## config.mk

```make
export PLATFORM = sky130hd
export DESIGN_NAME = syscall_io_unit
export DESIGN_NICKNAME = d
export VERILOG_FILES = /design/src/rtl/syscall_io_unit.sv
export SDC_FILE = /design/constraint.sdc
export NUM_CORES = 1
export LEC_CHECK = 0
export BUFFER_PORTS_ARGS = -buffer_cell sky130_fd_sc_hd__buf_2
export CORE_MARGIN = 5
export CORE_UTILIZATION = 48
export CTS_CLUSTER_SIZE = 20
export DETAILED_ROUTE_END_ITERATION = 12
export MAX_ROUTING_LAYER = met4
export PLACE_DENSITY = 0.78
export SYNTH_ARGS = -nofsm -noshare
export SYNTH_HDL_FRONTEND = slang
export SYNTH_SLANG_ARGS = --single-unit
```

## constraint.sdc

```tcl
create_clock -name clock -period 2 [get_ports clock]
set_clock_uncertainty 0.1 [all_clocks]
set_input_delay 0.1 -clock clock [delete_from_list [all_inputs] [get_ports clock]]
set_output_delay 0.1 -clock clock [all_outputs]
set_load 0.1 [all_outputs]
```

## src/rtl/syscall_io_unit.sv

```systemverilog
// syscall_io_unit: answers the controller's SYSCALL handshake and runs HALT/READ/WRITE
// over little-endian byte-stream host channels.
module syscall_io_unit #(
    parameter int WIDTH = 16
) (
    input  logic             clock,
    input  logic             reset,
    input  logic             runio,
    input  logic [WIDTH-1:0] acc_in,
    input  logic [WIDTH-1:0] dr_in,
    output logic             iobusy,
    output logic [WIDTH-1:0] io_result,
    output logic             io_acc_write,
    output logic             halted,
    output logic [7:0]       tx_data,
    output logic             tx_valid,
    input  logic             tx_ready,
    input  logic [7:0]       rx_data,
    input  logic             rx_valid,
    output logic             rx_ready
);
    localparam int NB = WIDTH / 8;
    localparam int CW = (NB > 1) ? $clog2(NB) : 1;

    typedef enum logic [2:0] {IDLE, RX, TX, DONE, HALT} state_t;

    state_t                state_q, state_d;
    logic [CW-1:0]         cnt_q, cnt_d;
    logic [NB-1:0][7:0]    arg_q, arg_d;
    logic [NB-1:0][7:0]    sh_q, sh_d;
    logic [WIDTH-1:0]      res_q, res_d;
    logic                  accw_q, accw_d;
    logic                  halted_q, halted_d;
    logic                  last;

    assign last = cnt_q == CW'(NB - 1);

    always_comb begin
        state_d  = state_q;
        cnt_d    = cnt_q;
        arg_d    = arg_q;
        sh_d     = sh_q;
        res_d    = res_q;
        accw_d   = 1'b0;
        halted_d = halted_q;
        case (state_q)
            IDLE: if (runio) begin
                arg_d    = dr_in;
                cnt_d    = '0;
                halted_d = halted_q | (acc_in == '0);
                state_d  = (acc_in == '0)          ? HALT :
                           (acc_in == WIDTH'(1))   ? RX   :
                           (acc_in == WIDTH'(2))   ? TX   : DONE;
            end
            RX: if (rx_valid) begin
                sh_d[cnt_q] = rx_data;
                cnt_d       = cnt_q + CW'(1);
                if (last) begin
                    res_d   = sh_d;
                    accw_d  = 1'b1;
                    state_d = DONE;
                end
            end
            TX: if (tx_ready) begin
                cnt_d   = cnt_q + CW'(1);
                state_d = last ? DONE : TX;
            end
            DONE:    state_d = runio ? DONE : IDLE;
            HALT:    state_d = HALT;
            default: state_d = IDLE;
        endcase
    end

    always_ff @(posedge clock or negedge reset) begin
        if (!reset) begin
            state_q  <= IDLE;
            cnt_q    <= '0;
            arg_q    <= '0;
            sh_q     <= '0;
            res_q    <= '0;
            accw_q   <= 1'b0;
            halted_q <= 1'b0;
        end else begin
            state_q  <= state_d;
            cnt_q    <= cnt_d;
            arg_q    <= arg_d;
            sh_q     <= sh_d;
            res_q    <= res_d;
            accw_q   <= accw_d;
            halted_q <= halted_d;
        end
    end

    // iobusy must rise combinationally with runio so the controller sees it on the next edge
    assign iobusy       = (state_q == RX) || (state_q == TX) || (state_q == HALT) ||
                          ((state_q == IDLE) && runio);
    assign io_result    = res_q;
    assign io_acc_write = accw_q;
    assign halted       = halted_q;
    assign tx_valid     = state_q == TX;
    assign tx_data      = arg_q[cnt_q];
    assign rx_ready     = state_q == RX;
endmodule
```

# After elaboration in Yosys (flattened, before gate mapping)
# Index checks and enable logic that the tools add are counted.
# Widths: inputs -> output; s select.
[word_totals]
ff_bits = 54
in_bits = 45
wordCells = 58
[classes]
mux = 22
n_reduce_logical = 13
order_cmp = 2
eq_ne = 10
bitwise = 1
addsub = 1
[op_table]
columns = ["cell", "n"]
rows = [
  ["$mux 8", 3],
  ["$bwmux 16", 1],
  ["$eq 16x1->1 const B", 1],
  ["$eq 16x2->1 const B", 1],
  ["$logic_not 16->1", 1],
  ["$mux 3", 5],
  ["$pmux 3 s5", 1],
  ["$demux 8 s1", 1],
  ["$mux 1", 8],
  ["$reduce_and 4->1", 2],
  ["$eq 3x2->1 const B", 2],
  ["$mux 2", 2],
  ["$ne 2x1->1 const B", 2],
  ["$ne 2x2->1 const B", 2],
  ["$reduce_and 2->1", 2],
  ["$eq 3x1->1 const B", 1],
  ["$eq 3x3->1 const B", 1],
  ["$logic_not 3->1", 1],
  ["$logic_or 1x1->1", 3],
  ["$pmux 1 s3", 1],
  ["$reduce_and 3->1", 1],
  ["$reduce_bool 3->1", 1],
  ["$logic_and 1x1->1", 2],
  ["$lt 1x2->1 const B", 1],
  ["3 further kinds", 3],
]

# Logic depth before layout (Yosys ltp)
[depth]
depth_word = 6
depth_mapped = 5

# Least setup slack after synthesis
# OpenSTA, ideal clock, no wires.
[synth_timing]
kind = "flip-flop to output port"
startpoint = "register state_q[1]"
endpoint = "output tx_valid"
n_path_buf = 2
t_arrival_ns = 2.963
slack_ns = -1.163
t_required_ns = 1.800
path_stages_with_launch = 4
path_cell_list = "dfrtp_1 -> buf_4 -> clkbuf_1 -> nor3b_1"
[synth_via]
elab_chain_len = 1
[synth_rtl]
columns = ["item", "line_no", "source"]
rows = [
  ["start, declared", "27", "state_t state_q, state_d;"],
  ["start signal, assigned", "84", "state_q <= state_d;"],
  ["$eq 3x2->1", "100", "assign tx_valid = state_q == TX;"],
  ["end, declared", "16", "output logic tx_valid,"],
]
# No other way between the ends.

# Final worst setup path
[layout_timing]
startpoint = "register state_q[0]"
endpoint = "output iobusy"
[layout_via]
elab_chain_len = 4
elab_cells_between_ends = 8
classes_between = "3 x eq/ne; 5 x reduce/logical"
[layout_rtl]
columns = ["item", "line_no", "source"]
rows = [
  ["$eq 3x1->1 or $eq 3x2->1 (tied branches)", "95", "assign iobusy = (state_q == RX) || (state_q == TX) || (state_q == HALT) ||"],
  ["$logic_or 1x1->1 (2 in series)", "95", ""],
  ["$logic_or 1x1->1 *", "95", ""],
  ["end, declared", "11", "output logic iobusy,"],
]
# Mark *: on every way between the ends. The rest lies on a longest branch, timed or not.

==> flow_metrics.py <==
metrics = {
    "timing": {
        "hold_ws_ns": 0.0119,
        "period_needed_ns": 1.94,
        "hold_viol": 0,
        "fmax_ghz": 0.515,
        "slew_viol_final": 0,
        "fin_crit_sh": 0.971,
        "rsz0062_at_grt": "no",
        "tns_ns": 0,
        "relSlewSlack": 0.638,
        "setup_viol": 0,
        "worst_pin_slew_ns": 0.543,
    },
    "worst_setup_path": {
        "cp_max_fo": 7,
        "r2r_slack_ns": 0.27,
        "crit_arrival_ns": 1.74,
        "cp-end-kind": "output pin",
        "start_kind": "flip-flop",
        "required_ns": 1.80,
        "crit_type": "flip-flop to output pin",
    },
    "logic_synthesis": {
        "synth.avg_cell_area_um2": 14.4,
        "synth-seq-area-share": 0.559,
        "synth_fp_nets": 188,
        "synth_top_area_frac": 0.559,
        "yosys.area.top_type": "dfrtp_1",
        "ys_top_cells_by_area": "dfrtp_1, mux2_2, mux2_4",
        "yosysWarnings": 0,
        "syn-cell-area_mm2": 0.00206,
        "synth_cell_types": 35,
        "synth-seq-cells": 46,
        "netlist_instances": 143,
    },
    "floorplan": {
        "rows": 23,
        "io_pins": 74,
        "coreArea_mm2": 0.00409,
        "start_util": 0.504,
        "die_w_um": 75.5,
        "design.die.area_mm2": 0.00570,
        "die_y_um": 75.5,
    },
    "routing": {
        "num_vias": 1464,
        "dr.pass1.iters": 4,
        "routed_wl_um": 4170,
        "ant_nets": 0,
        "post_drt_wl_per_cell_um": 14.0,
        "first_iter_violations": 44,
        "via_per_inst": 4.93,
        "drc": 0,
    },
    "layout": {
        "area_growth_pct": 38.3,
        "drive_gt1_frac": 0.595,
        "nets": 292,
        "stdcell_count": 297,
        "fillers": 283,
        "diodes": 0,
        "final_core_util": 0.697,
    },
    "placement": {
        "placed_cells": 265,
        "routabilityCongestion": 0.742,
        "hpwl_um": 2920,
        "numPortBuffers": 73,
    },
    "hold_path": {
        "hold_path.class": "input port to flip-flop",
    },
    "run": {
        "drv_cap": 0,
    },
    "cts": {
        "postCtsSetupBuffers": 0,
        "cts.sink_count": 46,
        "clockRootBuffer": "clkbuf_8",
        "cts_tree": "built",
        "cts_made_buffers": 5,
        "clkTransAtPathRegs_ns": 0.07,
        "ctsHtreeMaxLevel": 2,
        "clk_latency_ns": 0.28,
        "cts_max_path_buffers": 2,
    },
    "global_routing": {
        "grt_antenna_before_repair": 0,
        "grt_max_degree": 25,
        "gr-usage-all-layers": 0.156,
        "grt_pass1_wl_um": 6580,
        "overflow": 0,
        "grt_pass1_vias": 1492,
    },
    "outcome": {
        "status": "complete, no violations",
    },
}
## synthesized netlist by cell type
library cell / count
mux2i_1: 1
nor3_1: 1
and3_1: 1
inv_2: 1
nor4_1: 4
o21a_1: 1
nor4_4: 1
mux2_4: 8
buf_4: 2
inv_1: 2
nand3_2: 1
a22oi_1: 1
a21oi_1: 2
a2111oi_1: 1
or2_2: 1
a21o_2: 1
a41oi_1: 1
nor3b_1: 2
nand4_1: 1
clkbuf_1: 2
a211oi_2: 1
buf_6: 2
o21ai_0: 3
nand2b_1: 1
buf_2: 2
nor2_1: 5
nand2_1: 2
o22ai_1: 1
dfrtp_1: 46
nor3b_4: 1
xor2_1: 1
mux2_2: 40
nor2_2: 1
or4_2: 1
a31oi_1: 1
## state kept, by name, summed over array words and instances, names as in the netlist
| signal | flops |
|---|---|
| io_result | 16 |
| io_acc_write | 1 |
| sh_q | 8 |
| arg_q | 16 |
| halted | 1 |
| cnt_q | 1 |
| state_q | 3 |
## final cells by class
class,instances,area (µm²),share of cell area
Clock buffer,5,68.8,0.0241
Clock inverter,2,10.0,0.00351
Inverter,3,11.3,0.00395
Multi-Input combinational cell,86,857,0.301
Sequential cell,46,1150,0.405
Tap cell,50,62.6,0.0219
Timing Repair Buffer,105,687,0.241
## critical path, stage by stage (launching register included)
cell,delay [ns]
dfrtp_2,0.46
or4_2,0.61
and3_1,0.21
buf_6,0.18
## cell usage in the layout, fill, tap and decap left out, types with 3 or more instances in the layout
cell,synthesis,final
o21ai_0,3,3
nor4_1,4,4
dlygate4sd3_1,0,25
clkbuf_8,0,5
buf_2,2,72
nor2_1,5,5
buf_4,2,6
dfrtp_1,46,44
mux2_2,40,39
mux2_4,8,9
## path summary, 6_finish.rpt
kind,start,to,cells after the start
worst max-delay path,state_q[0],iobusy,3
worst min-delay path,acc_in[0],state_q[0],3
worst max register to register,state_q[2],sh_q[1],5
worst min register to register,halted,halted,1
max in group asynchronous,reset,arg_q[0],3
min in group asynchronous,reset,io_result[15],2
## layer usage
layer,track usage,vias up,wire length [µm]
li1,-,720,-
met1,0.189,695,1870
met2,0.261,44,2000
met3,0.0409,5,261
met4,0.0350,0,34
met5,-,-,0
## through the flow
| stage | cell area [µm²] | worst slack (ns) |
|---|---|---|
| final | 2850 | 0.0570 |
| after detailed placement | 2510 | 0.252 |
| after global routing | 2850 | 0.00209 |
| after floorplan | 2080 | -0.403 |
| after global placement | 2510 | 0.260 |
| after CTS | 2850 | 0.00899 |
## kinds of logic (layout without fill, tap and decap cells)
kind of cell / after synthesis / count (layout) / share of synthesized area
buf+inv: 11 / 115 / 0.0322
flops: 46 / 46 / 0.559
mux: 49 / 49 / 0.282
compound gates: 13 / 13 / 0.0449
simple gates: 23 / 23 / 0.0783
xor+xnor: 1 / 1 / 0.00425
## what timing repair did
item	CTS	global route
endpoints found under the setup margin	1	2
hold buffers	25	0
hold endpoints to repair	55	0
gates resized for setup	2	2
Power is not shown: default switching activity piles up to over one toggle a cycle in this logic, so the estimate is an artifact.
